[config.mk]
export PLATFORM = sky130hd
export DESIGN_NAME = shared_bus_rr_arb_flat
export DESIGN_NICKNAME = d
export VERILOG_FILES = /design/src/rtl/shared_bus_rr_arb_pkg.sv /design/src/rtl/shared_bus_rr_arb_if.sv /design/src/rtl/shared_bus_rr_arb_rr_pick.sv /design/src/rtl/shared_bus_rr_arb.sv /design/src/flat_wrapper.sv
export SDC_FILE = /design/constraint.sdc
export NUM_CORES = 1
export LEC_CHECK = 0
export CAP_MARGIN = 20
export CORE_AREA = 2 2 106 108
export CTS_CLUSTER_DIAMETER = 200
export DETAILED_ROUTE_END_ITERATION = 12
export DIE_AREA = 0 0 108 110
export HOLD_SLACK_MARGIN = 0.02
export PLACE_DENSITY = 0.75
export SYNTH_ARGS = -nofsm -noshare
export SYNTH_HDL_FRONTEND = slang
export SYNTH_SLANG_ARGS = --single-unit
[constraint.sdc]
create_clock -name clk -period 5.4 [get_ports clk]
set_input_delay 0.54 -clock clk [delete_from_list [all_inputs] [get_ports clk]]
set_output_delay 0.54 -clock clk [all_outputs]
set_load 0.02 [all_outputs]
[src/rtl/shared_bus_rr_arb_pkg.sv]
// Shared types for the round-robin shared-bus arbiter.
// Payload shape, FSM state encoding and beat counter width.
package shared_bus_rr_arb_pkg;

  localparam int BEAT_W = 8;

  typedef logic [4:1][0:3][1:2][4:3] payload_t;

  typedef enum logic [1:0] {
    ST_IDLE,
    ST_OWN,
    ST_RELEASE
  } state_e;

endpackage

[src/rtl/shared_bus_rr_arb_if.sv]
// Requester/resource bundle for the shared-bus arbiter.
// slave: arbiter view; master: requesters plus shared resource.
interface shared_bus_rr_arb_if #(
  parameter int N_REQ = 3
);
  import shared_bus_rr_arb_pkg::*;

  logic [N_REQ-1:0]  req;
  logic [N_REQ-1:0]  last;
  payload_t          req_data [N_REQ-1:0];
  logic [N_REQ-1:0]  gnt;
  payload_t          bus_data;
  logic              bus_valid;
  logic              bus_ready;
  logic              preempt;
  logic [BEAT_W-1:0] beat_cnt;

  modport slave (
    input  req, last, req_data, bus_ready,
    output gnt, bus_data, bus_valid,
    output preempt, beat_cnt
  );

  modport master (
    output req, last, req_data, bus_ready,
    input  gnt, bus_data, bus_valid,
    input  preempt, beat_cnt
  );

endinterface

[src/rtl/shared_bus_rr_arb_rr_pick.sv]
// Combinational round-robin select: lowest req index at or
// above ptr wins, wrapping. Out: one-hot, index, any-valid.
module rr_pick #(
  parameter  int N_REQ = 3,
  localparam int IDX_W = $clog2(N_REQ)
) (
  input  logic [N_REQ-1:0] req,
  input  logic [IDX_W-1:0] ptr,
  output logic [N_REQ-1:0] win_oh,
  output logic [IDX_W-1:0] win_idx,
  output logic             win_any
);

  always_comb begin : pick
    logic [IDX_W:0]   s;
    logic [IDX_W-1:0] k;
    win_oh  = '0;
    win_idx = '0;
    win_any = 1'b0;
    s       = '0;
    k       = '0;
    for (int i = 0; i < N_REQ; i++) begin
      s = {1'b0, ptr} + (IDX_W+1)'(i);
      if (s >= (IDX_W+1)'(N_REQ))
        s = s - (IDX_W+1)'(N_REQ);
      k = s[IDX_W-1:0];
      if (!win_any && req[k]) begin
        win_any    = 1'b1;
        win_oh[k]  = 1'b1;
        win_idx    = k;
      end
    end
  end

endmodule

[src/rtl/shared_bus_rr_arb.sv]
// Round-robin arbiter granting one requester a shared bus per
// tenure. Ports: clk, rst_n, bus (slave view of the bundle).
module shared_bus_rr_arb
  import shared_bus_rr_arb_pkg::*;
#(
  parameter int N_REQ     = 3,
  parameter int MAX_BEATS = 8
) (
  input  logic                clk,
  input  logic                rst_n,
  shared_bus_rr_arb_if.slave  bus
);

  localparam int IDX_W = $clog2(N_REQ);

  state_e            state_q, state_d;
  logic [IDX_W-1:0]  owner_q, owner_d;
  logic [IDX_W-1:0]  ptr_q, ptr_d;
  logic [N_REQ-1:0]  gnt_q, gnt_d;
  logic [BEAT_W-1:0] cnt_q, cnt_d;
  logic              pre_q, pre_d;
  logic              rst_meta_q, arb_en_q;

  logic [N_REQ-1:0]  pick_oh;
  logic [IDX_W-1:0]  pick_idx;
  logic              pick_any;
  logic              own;
  logic              xfer;
  logic              rel;
  logic [BEAT_W-1:0] cnt_inc;

  rr_pick #(
    .N_REQ (N_REQ)
  ) u_pick (
    .req     (bus.req),
    .ptr     (ptr_q),
    .win_oh  (pick_oh),
    .win_idx (pick_idx),
    .win_any (pick_any)
  );

  // Reset release is re-timed so arbitration waits two edges.
  always_ff @(posedge clk or negedge rst_n) begin
    if (!rst_n) begin
      rst_meta_q <= 1'b0;
      arb_en_q   <= 1'b0;
    end else begin
      rst_meta_q <= 1'b1;
      arb_en_q   <= rst_meta_q;
    end
  end

  assign own  = (state_q == ST_OWN);
  assign xfer = bus.bus_valid && bus.bus_ready;

  always_comb begin
    state_d = state_q;
    owner_d = owner_q;
    ptr_d   = ptr_q;
    gnt_d   = gnt_q;
    cnt_d   = cnt_q;
    pre_d   = 1'b0;
    rel     = 1'b0;
    cnt_inc = (cnt_q == '1) ? cnt_q
                            : cnt_q + BEAT_W'(1);
    unique case (state_q)
      ST_IDLE: begin
        if (arb_en_q && pick_any) begin
          state_d = ST_OWN;
          owner_d = pick_idx;
          gnt_d   = pick_oh;
          cnt_d   = '0;
        end
      end
      ST_OWN: begin
        if (xfer) begin
          if (bus.last[owner_q]) begin
            rel = 1'b1;
          end else if (cnt_inc == BEAT_W'(MAX_BEATS)) begin
            rel   = 1'b1;
            pre_d = 1'b1;
          end else begin
            cnt_d = cnt_inc;
          end
        end else if (!bus.req[owner_q]) begin
          rel = 1'b1;
        end
        if (rel) begin
          state_d = ST_RELEASE;
          gnt_d   = '0;
          cnt_d   = '0;
          ptr_d   = (owner_q == IDX_W'(N_REQ-1))
                    ? '0 : owner_q + IDX_W'(1);
        end
      end
      ST_RELEASE: begin
        state_d = ST_IDLE;
      end
      default: begin
        state_d = ST_IDLE;
        gnt_d   = '0;
        cnt_d   = '0;
      end
    endcase
  end

  always_ff @(posedge clk or negedge rst_n) begin
    if (!rst_n) begin
      state_q <= ST_IDLE;
      owner_q <= '0;
      ptr_q   <= '0;
      gnt_q   <= '0;
      cnt_q   <= '0;
      pre_q   <= 1'b0;
    end else begin
      state_q <= state_d;
      owner_q <= owner_d;
      ptr_q   <= ptr_d;
      gnt_q   <= gnt_d;
      cnt_q   <= cnt_d;
      pre_q   <= pre_d;
    end
  end

  assign bus.gnt       = gnt_q;
  assign bus.beat_cnt  = cnt_q;
  assign bus.preempt   = pre_q;
  assign bus.bus_valid = own && bus.req[owner_q];
  assign bus.bus_data  = own ? bus.req_data[owner_q]
                             : '0;

endmodule

[src/flat_wrapper.sv]
// flat-port wrapper written by rule: the top's interface ports become plain ports
module shared_bus_rr_arb_flat import shared_bus_rr_arb_pkg::*;
#(
  parameter int N_REQ     = 3,
  parameter int MAX_BEATS = 8
)
  (clk, rst_n, bus_req, bus_last, bus_req_data, bus_bus_ready, bus_gnt, bus_bus_data, bus_bus_valid, bus_preempt, bus_beat_cnt);
  shared_bus_rr_arb_if #(.N_REQ(N_REQ)) bus_i ();
  input  logic clk;
  input  logic rst_n;
  input wire logic [$bits(bus_i.req)-1:0] bus_req;
  input wire logic [$bits(bus_i.last)-1:0] bus_last;
  input wire logic [$bits(bus_i.req_data)-1:0] bus_req_data;
  input wire logic [$bits(bus_i.bus_ready)-1:0] bus_bus_ready;
  output wire logic [$bits(bus_i.gnt)-1:0] bus_gnt;
  output wire logic [$bits(bus_i.bus_data)-1:0] bus_bus_data;
  output wire logic [$bits(bus_i.bus_valid)-1:0] bus_bus_valid;
  output wire logic [$bits(bus_i.preempt)-1:0] bus_preempt;
  output wire logic [$bits(bus_i.beat_cnt)-1:0] bus_beat_cnt;
  assign bus_i.req = bus_req;
  assign bus_i.last = bus_last;
  assign bus_i.req_data = {>>{bus_req_data}};
  assign bus_i.bus_ready = bus_bus_ready;
  assign bus_gnt = bus_i.gnt;
  assign bus_bus_data = bus_i.bus_data;
  assign bus_bus_valid = bus_i.bus_valid;
  assign bus_preempt = bus_i.preempt;
  assign bus_beat_cnt = bus_i.beat_cnt;
  shared_bus_rr_arb #(.N_REQ(N_REQ), .MAX_BEATS(MAX_BEATS)) u_core (.clk(clk), .rst_n(rst_n), .bus(bus_i));
endmodule
==> flow_metrics.tcl, run 1 <==
set metrics [dict create \
    min_path_cells 0 \
    yosysSeqAreaShare 0.166 \
    start_util 0.281 \
    synth_edf_count 0 \
    hp-start "u_core.rst_meta_q" \
    crit_start "u_core.owner_q[0]" \
    path_cells "buf_4 > buf_16 > mux2i_1 > nor2_1 > a21oi_1 > nor2_1 > clkdlybuf4s50_1" \
    clk_pin_slew_ns 0.07 \
    synth_cell_types 52 \
    diodes 0 \
    hp-class "reg2reg" \
    clk_path_buf_depth 2 \
    via_per_inst 4.99 \
    crit_path_end_kind "primary output" \
    final_net_count 897 \
    hold_buffers 0 \
    drc 0 \
    wire_per_inst_microns 16.3 \
    synthFlopType "dfrtp_1" \
    finalHoldViolCount 0 \
    avgSynthCellArea_sq_um 6.81 \
    vdd_ir_drop_max_mv 0.242 \
    rows 38 \
    grt_pass1_vias 4003 \
    clock_sinks 20 \
    cts_tree "yes" \
    rsz0062_at_grt "no" \
    crit_slowest_cell "clkdlybuf4s50_1" \
    hold_path_end "u_core.arb_en_q" \
    yosys.area.top_type "mux2i_1" \
    die_h_microns 110 \
    rr_worst_depth 8 \
    synth_area_sq_mm 0.00301 \
    worst_ep_required_time_ns 4.86 \
    use_met2 0.379 \
    final_cell_mix "clkdlybuf4s50_1, nor2_1, a21oi_1, mux2i_1, dfrtp_1" \
    ioPinCount 278 \
    ys_seq_elements 20 \
    antenna_found_initial 0 \
    drt-total-wl_microns 13500 \
    synth.area.top_cells "mux2i_1, nor2_1, dfrtp_1" \
    synth_cells 442 \
    grt_pass1_wl_microns 19600 \
    fin_ws_ns 2.35 \
    max_slew_margin 0.390 \
    syn_to_final_growth_pct 96.8 \
    synth_top_area_frac 0.226 \
    critical_path_class "reg2out" \
    drive_above_1_share 0.0464 \
    start_kind "register" \
    regToRegStartpoint "u_core.owner_q[0]" \
    dieArea_sq_mm 0.0119 \
    core_area_sq_mm 0.0107 \
    clock.fmax_ghz 0.328 \
    first_iter_violations 262 \
    routabilityCongestion 0.840 \
    place_ws_ns 2.23 \
    finalSetupViolCount 0 \
    grt_max_degree 71 \
    firstDrtPassIters 4 \
    synthArstFlopShare 1.00 \
    power.density_mw_per_mm2 375 \
    syn-num-nets 648 \
    crit_path_max_incr_delay_ns 0.56 \
    design_area_sq_mm 0.00592 \
    slew_violations 0 \
    post_cts_resized 0 \
    fin_tns_setup_ns 0 \
    die_w_microns 108 \
    fin_skew_ns 0.00193 \
    fin_crit_sh 0.565 \
    grt-busiest-layer "met2" \
    grt_util_all_layers 0.204 \
    final_common_cell "clkdlybuf4s50_1" \
    worst_pin_slew_ns 0.911 \
    cp_max_fo 52 \
    htreeDepth 1 \
    met1_usage 0.239 \
    r2r_setup_slack_ns 2.75 \
    antenna_left 0 \
    crit_arrival_ns 2.51 \
    post-route-min-period_ns 3.05 \
    crit_top_cell "nor2_1" \
    portBuffers 277 \
    run_status "completed" \
    met3_usage 0.0406 \
    via_count 4141 \
    yosys_warnings 0 \
    cts_root_buf "clkbuf_8" \
    placed_area_sq_mm 0.00581 \
    overflow 0 \
    p_leak_nw 2.44 \
    cts_setup_buffers 0 \
    r2r-end "u_core.bus.beat_cnt[5]" \
    dp_hpwl_microns 10500 \
    clock_latency_ns 0.25 \
    maxCapViolCount 0 \
    numCtsBuffers 3 \
]
==> state kept, by name, summed over array words and instances (netlist names) <==
| name | count |
|---|---|
| u_core.ptr_q | 2 |
| u_core.rst_meta_q | 1 |
| u_core.bus.preempt | 1 |
| u_core.bus.gnt | 3 |
| u_core.state_q | 2 |
| u_core.bus.beat_cnt | 8 |
| u_core.owner_q | 2 |
| u_core.arb_en_q | 1 |
==> area by class of cell <==
type / instances / area [sq um]
Fill cell: 995 / 4780
Clock buffer: 4 / 55.1
Timing Repair Buffer: 283 / 2860
Inverter: 9 / 33.8
Tap cell: 140 / 175
Sequential cell: 20 / 505
Multi-Input combinational cell: 374 / 2290
==> synthesized netlist by cell type, types with 3 or more instances <==
cell type	n
mux2i_1	68
nor2_1	139
and3_1	4
nor3_1	4
clkbuf_1	16
a31o_2	6
buf_1	10
ha_1	5
and2_1	3
o21a_1	3
dfrtp_1	20
o2bb2ai_1	3
nand2_1	8
a21oi_1	72
nand3_1	3
inv_1	9
o21ai_0	5
a21oi_2	8
buf_2	9
nand2b_1	4
nor2b_1	4
==> worst max-delay path by stage <==
stage,endpoint,slack (ns),cells after the start
CTS,bus_bus_data[20],1.95,5
floorplan,bus_bus_data[0],3.24,6
global route,bus_bus_data[49],2.20,7
finish,bus_bus_data[31],2.35,7
global placement,bus_bus_data[20],2.29,5
detailed placement,bus_bus_data[20],2.23,5
==> cells by family (layout without fill, tap and decap cells) <==
| family | Yosys count | count (layout) | synth area share |
|---|---|---|---|
| fa+ha+maj | 6 | 6 | 0.0245 |
| buf+inv | 48 | 296 | 0.0744 |
| compound gates | 118 | 118 | 0.247 |
| flops | 20 | 20 | 0.166 |
| simple gates | 180 | 180 | 0.257 |
| mux | 69 | 69 | 0.230 |
| other cells | 1 | 1 | 0.00125 |
==> per-stage QoR <==
| step | hold slack [ns] | util | instances | total power, mW |
|---|---|---|---|---|
| CTS | 0.353 | 0.548 | 828 | 2.20 |
| global route | 0.369 | 0.554 | 830 | 2.39 |
| finish | 0.350 | 0.554 | 830 | 2.22 |
| detailed placement | 0.336 | 0.543 | 824 | 2.08 |
| global placement | 0.332 | 0.543 | 824 | 2.05 |
| floorplan | 0.244 | - | 442 | 1.43 |
==> worst max-delay path: cells and delay by family (launching register included) <==
family | cells | cell delay [ns]
compound gates | 1 | 0.18
buf+inv | 3 | 1.24
flops | 1 | 0.43
mux | 1 | 0.24
simple gates | 2 | 0.14
==> report_power, final <==
group / total [mW] / leakage [nW] / internal [mW] / switching, mW
registers: 0.231 / 0.259 / 0.190 / 0.0404
logic: 1.88 / 2.15 / 0.866 / 1.01
clock network: 0.112 / 0.0288 / 0.0648 / 0.0473
total: 2.22 / 2.44 / 1.12 / 1.10
==> routing by layer <==
layer | vias to the layer above | part of all wire
li1 | 2025 | -
met1 | 1898 | 0.39
met2 | 202 | 0.50
met3 | 16 | 0.087
met4 | 0 | 0.018
met5 | - | 0
(Power assumes the default switching activity.)
==> inputs of run 2 (changes only) <==
- clock period: 5.4 -> 2.84 ns (I/O delays scaled with it)
==> run 2 against run 1 <==
Utilization up 0.35 points. Clock-buffer cell count unchanged. Critical path depth down 1. Worst hold slack better by 0.027 ns. Combinational power up 91%. First-iteration DRC count down 10%. Non-clock buffer count up 5. Clock power up 78%. Sequential power up 110%. Highest routed layer unchanged.
==> flow_metrics.tcl, run 2 (synthesized netlist as in run 1, its figures left out) <==
set metrics [dict create \
    core_area_sq_mm 0.0107 \
    finalHoldViolCount 0 \
    post-route-min-period_ns 2.59 \
    clock_sinks 20 \
    die_h_microns 110 \
    final_net_count 902 \
    syn_to_final_growth_pct 98.0 \
    via_count 4261 \
    htreeDepth 1 \
    clk_pin_slew_ns 0.08 \
    max_slew_margin 0.556 \
    p_seq_frac 0.114 \
    hp-start "u_core.rst_meta_q" \
    maxCapViolCount 0 \
    die_w_microns 108 \
    crit_family "buffers and inverters" \
    dp_hpwl_microns 10700 \
    drt-total-wl_microns 13600 \
    grt_max_degree 55 \
    crit_path_end_kind "primary output" \
    path_cells "buf_12 > mux2i_1 > nor2_1 > a21oi_1 > nor2_1 > clkdlybuf4s50_1" \
    crit_slowest_cell "clkdlybuf4s50_1" \
    clock_latency_ns 0.26 \
    wire_per_inst_microns 16.2 \
    crit_path_max_incr_delay_ns 0.63 \
    start_kind "register" \
    rsz0062_at_grt "no" \
    start_util 0.281 \
    fin_skew_ns 0.00752 \
    crit_arrival_ns 2.30 \
    place_inst 831 \
    finalSetupViolCount 0 \
    r2r-end "u_core.bus.gnt[0]" \
    routabilityCongestion 0.886 \
    portBuffers 277 \
    swShare 0.497 \
    drc 0 \
    grt_pass1_vias 4017 \
    ioPinCount 278 \
    final_cell_mix "clkdlybuf4s50_1, nor2_1, a21oi_1, mux2i_1, dfrtp_1" \
    crit_start "u_core.owner_q[0]" \
    firstDrtPassIters 4 \
    post_cts_resized 0 \
    clk_path_buf_depth 2 \
    dieArea_sq_mm 0.0119 \
    numCtsBuffers 3 \
    regArea_sq_um 505 \
    grt_util_all_layers 0.200 \
    rows 38 \
    final_common_cell "clkdlybuf4s50_1" \
    cts_tree "yes" \
    p_int_mw 2.16 \
    run_status "completed" \
    power.density_mw_per_mm2 718 \
    cts_root_buf "clkbuf_8" \
    hp-class "reg2reg" \
    p_leak_nw 2.46 \
    r2r_setup_slack_ns 0.49 \
    antenna_found_initial 0 \
    largest_reg_flops 8 \
    worst_ep_required_time_ns 2.56 \
    via_per_inst 5.10 \
    first_iter_violations 235 \
    min_path_cells 0 \
    hold_buffers 0 \
    drive_above_1_share 0.0518 \
    comb_power_share 0.839 \
    vdd_ir_drop_max_mv 0.303 \
    worst_pin_slew_ns 0.663 \
    rr_worst_depth 8 \
    pwr-share-clk 0.047 \
    fin_crit_sh 0.910 \
    path_buf_inv 2 \
    critical_path_class "reg2out" \
    cp_max_fo 38 \
    grt_pass1_wl_microns 19400 \
    hold_path_end "u_core.arb_en_q" \
    slew_violations 0 \
    diodes 0 \
    multi_input_area_sq_mm 0.00229 \
    fin_tns_setup_ns 0 \
    crit_top_cell "nor2_1" \
    clock.fmax_ghz 0.387 \
    antenna_left 0 \
    cts_setup_buffers 0 \
    p_sw_mw 2.13 \
    overflow 0 \
    regToRegStartpoint "u_core.ptr_q[0]" \
    n_fill_cell 1017 \
    layout.cells.non_filler 835 \
]
==> run 2: layout make-up <==
| cell class | count | share of cell area |
|---|---|---|
| inverters | 9 | 0.00567 |
| flip-flops and latches | 20 | 0.0848 |
| well taps | 140 | 0.0294 |
| multi-input cells | 374 | 0.385 |
| repair buffers | 288 | 0.488 |
| clock buffers | 4 | 0.00756 |
==> run 2: how the worst max path moves through the flow <==
| stage | to | cells past startpoint | slack (ns) |
|---|---|---|---|
| global placement | bus_bus_valid | 6 | 0.42 |
| global route | bus_bus_data[40] | 6 | 0.12 |
| detailed placement | bus_bus_valid | 6 | 0.39 |
| CTS | bus_bus_data[24] | 6 | 0.27 |
| finish | bus_bus_data[27] | 6 | 0.25 |
| floorplan | u_core.ptr_q[0] | 6 | 0.70 |
==> run 2: metal layers <==
layer  share of wire  vias up  wire length (microns)  track usage
met5               0        -                      0            0
met4           0.014        0                    194       0.0339
met3           0.093       19                   1260       0.0470
met2            0.50      236                   6840        0.371
met1            0.39     1969                   5270        0.239
li1                -     2037                      -            -
==> run 2: worst register-to-register path: stages, from the launching register on <==
cell      delay, ns
dfrtp_1        0.40
inv_1          0.08
ha_1           0.45
maj3_2         0.38
a211oi_4       0.28
buf_4          0.20
nand2_1        0.07
a221oi_1       0.26
o32ai_1        0.12
==> run 2: power by group through the flow <==
| stage | registers [mW] | clock network [mW] | logic (mW) |
|---|---|---|---|
| floorplan | 0.445 | 0 | 2.27 |
| global placement | 0.492 | 0 | 3.51 |
| detailed placement | 0.496 | 0 | 3.57 |
| CTS | 0.491 | 0.203 | 3.59 |
| global route | 0.507 | 0.211 | 3.88 |
| finish | 0.489 | 0.199 | 3.59 |
==> run 2: per-stage QoR <==
step	hold slack (ns)	utilization	area (sq um)	worst slack [ns]	total power, mW
finish	0.377	0.557	5960	0.255	4.28
global route	0.377	0.557	5960	0.123	4.60
CTS	0.379	0.557	5960	0.265	4.28
detailed placement	0.362	0.553	5910	0.394	4.07
global placement	0.337	0.553	5910	0.424	4.00
floorplan	-0.0116	-	3010	0.704	2.72
==> inputs of run 3 (changes only) <==
- SKIP_CTS_REPAIR_TIMING: not set -> 1
==> results of run 3 <==
Final layout, timing and power as in run 2 (identical DEF).
==> RTL edit, RTL diff (flow settings as in run 2) <==
Reset style: synchronous (`rst_n`), changed in 2 clocked blocks.
--- a/src/rtl/shared_bus_rr_arb.sv
+++ b/src/rtl/shared_bus_rr_arb.sv
@@ -40,7 +40,7 @@
   );
 
   // Reset release is re-timed so arbitration waits two edges.
-  always_ff @(posedge clk or negedge rst_n) begin
+  always_ff @(posedge clk) begin
     if (!rst_n) begin
       rst_meta_q <= 1'b0;
       arb_en_q   <= 1'b0;
@@ -104,7 +104,7 @@
     endcase
   end
 
-  always_ff @(posedge clk or negedge rst_n) begin
+  always_ff @(posedge clk) begin
     if (!rst_n) begin
       state_q <= ST_IDLE;
       owner_q <= '0;
Formal check against the unedited RTL: differs if rst_n is asserted again (counterexample within 4 cycles, from zero or initial values and one cycle with rst_n low); with rst_n held inactive, the same outputs for 10 cycles.
==> RTL edit against run 2 <==
Cell area fell by 0.19%; synthesized area shrank 1.5%; die area did not move; routed wire length is 6.4% higher; register-to-register slack got worse by 0.11 ns; setup slack lost 0.039 ns; utilization shrank 0.11 points; first-iteration DRC count rose by 0.85%; final cell count rose by 2.5%; global-route usage grew 2.3 points; sequential cell count unchanged; largest cell class unchanged.
Power is left out: it rests on default switching activity, and per cell area and clock period it moved more than threefold.
==> RTL edit: results (changes against run 2) <==
Placement
  • PortBufs: 277 (unchanged)
  • Post-DP HPWL: 11.48 mm (+6.9%)
  • Cells after DPL: 852 (+2.5%)
  • Routability cong.: 0.8937 (+0.88%)

Route
  • Post-DR wirelength/cell: 16.86 um (+3.8%)
  • Drt via density: 5.015 (-1.7%)
  • DRT iter0 DRCs: 237 (+0.85%)
  • First-pass DRT Iterations: 5 (+1)

Status
  • Outcome: completed

STA
  • Final Skew: 0.001083 ns (-0.006434 ns)
  • Worst relative slew slack: 60.82% (+5.2 points)

Cells and area
  • Fill count: 1011 (-0.59%)
  • Max FFs per register: 8 (unchanged)
  • Number of diodes: 0 (unchanged)
  • Layout cell share with drive strength beyond 1: 3.631% (-1.5 points)
  • Finished Layout Cells: 856 (+2.5%)
  • Final-stage net count: 923 (+2.3%)

Clock network
  • Post-CTS Setup Inserts: 0 (unchanged)
  • Worst skew pair latency: 0.26 ns (about the same)
  • Root Driver: clkbuf_8
  • CTS Buf Count: 3 (unchanged)
  • H-tree Lvls: 1 (unchanged)
  • Clock transition at path regs: 0.08 ns (about the same)
  • Clock Path Buffers: 2 (unchanged)
  • # resized after CTS: 0 (unchanged)

Logic synthesis
  • Post-synthesis sequential area ratio: 13.51% (-3.1 points)
  • Top post-synthesis cells by area: mux2i_1, nor2_1, a21oi_1, dfxtp_1, clkbuf_1
  • Commonest cells in the netlist: nor2_1, a21oi_1, mux2i_1
  • Syn Area/Cell: 6.416 um2 (-5.8%)
  • Syn_nets: 668 (+3.1%)
  • Synth Flop Type: dfxtp_1
  • Unique masters post-synth: 51 (-1.9%)
  • Yosys warns: 0 (unchanged)
  • Synth async-reset ratio: 0% (-100 points)

Worst setup path
  • FF-to-FF Start: u_core.bus.beat_cnt[1]
  • Critical Path Source: u_core.owner_q[0]
  • Arrival @ worst endpoint: 2.34 ns (+0.04 ns)
  • Slowest Stage Delay on Critical Path: 0.74 ns (+0.11 ns)
  • CP max FO: 34 (-11%)
  • CP top delay family: buffers and inverters
  • CP max stage cell: dfxtp_4

GRT
  • Number of global-route vias before repair: 4118 (+2.5%)
  • Total GRT Usage: 22.31% (+2.3 points)
  • First-pass GRT wire length: 21.26 mm (+9.4%)
  • Largest net degree at the start of global routing: 68 (+24%)
  • Antenna violations before repair: 1 (+1)

Hold path
  • Worst hold path type: reg2reg
  • Hold path startpoint: u_core.rst_meta_q
-- RTL edit: path summary, 6_finish.rpt --
kind / endpoint / slack [ns] / cells after the start
setup / recovery: bus_bus_data[15] / 0.22 / 6
hold / removal: u_core.arb_en_q / 0.44 / 1
setup reg to reg: u_core.bus.beat_cnt[4] / 0.38 / 7
hold reg to reg: u_core.arb_en_q / 0.44 / 1
-- RTL edit: cell families (layout without fill, tap and decap cells) --
family | count (synthesis) | after routing | synth area share (%)
and+or+nand+nor | 200 | 200 | 29.42
AOI/OAI and AO/OA | 117 | 117 | 23.30
muxes | 74 | 74 | 25.03
buffers and inverters | 45 | 299 | 6.332
DFF | 20 | 20 | 13.51
adders and majority gates | 5 | 5 | 2.111
xor gates and xnor gates | 1 | 1 | 0.2955
-- RTL edit: final cells by class --
type,count,area share (%)
multi-input combinational,397,40.11
tap,140,2.945
inverter,8,0.5048
timing repair buffer,287,48.51
sequential,20,6.815
clock buffer,4,1.115
-- RTL edit: per-layer routing --
metal	share of wire, %	up-vias	GRT usage (%)
met4	1.3	2	3.571
met5	0.076	-	0
met2	50	196	39.71
met1	40	1956	27.95
met3	8.7	18	5.173
li1	-	2121	-
-- RTL edit: metrics by stage --
step	instance area (um2)	hold slack, ns	setup slack [ns]
2_1_floorplan	2964	0.3117	0.7072
3_3_place_gp	5882	0.4165	0.4195
3_5_place_dp	5882	0.4235	0.3808
4_1_cts	5948	0.4427	0.1950
5_1_grt	5948	0.4588	0.08123
6_report	5948	0.4450	0.2159
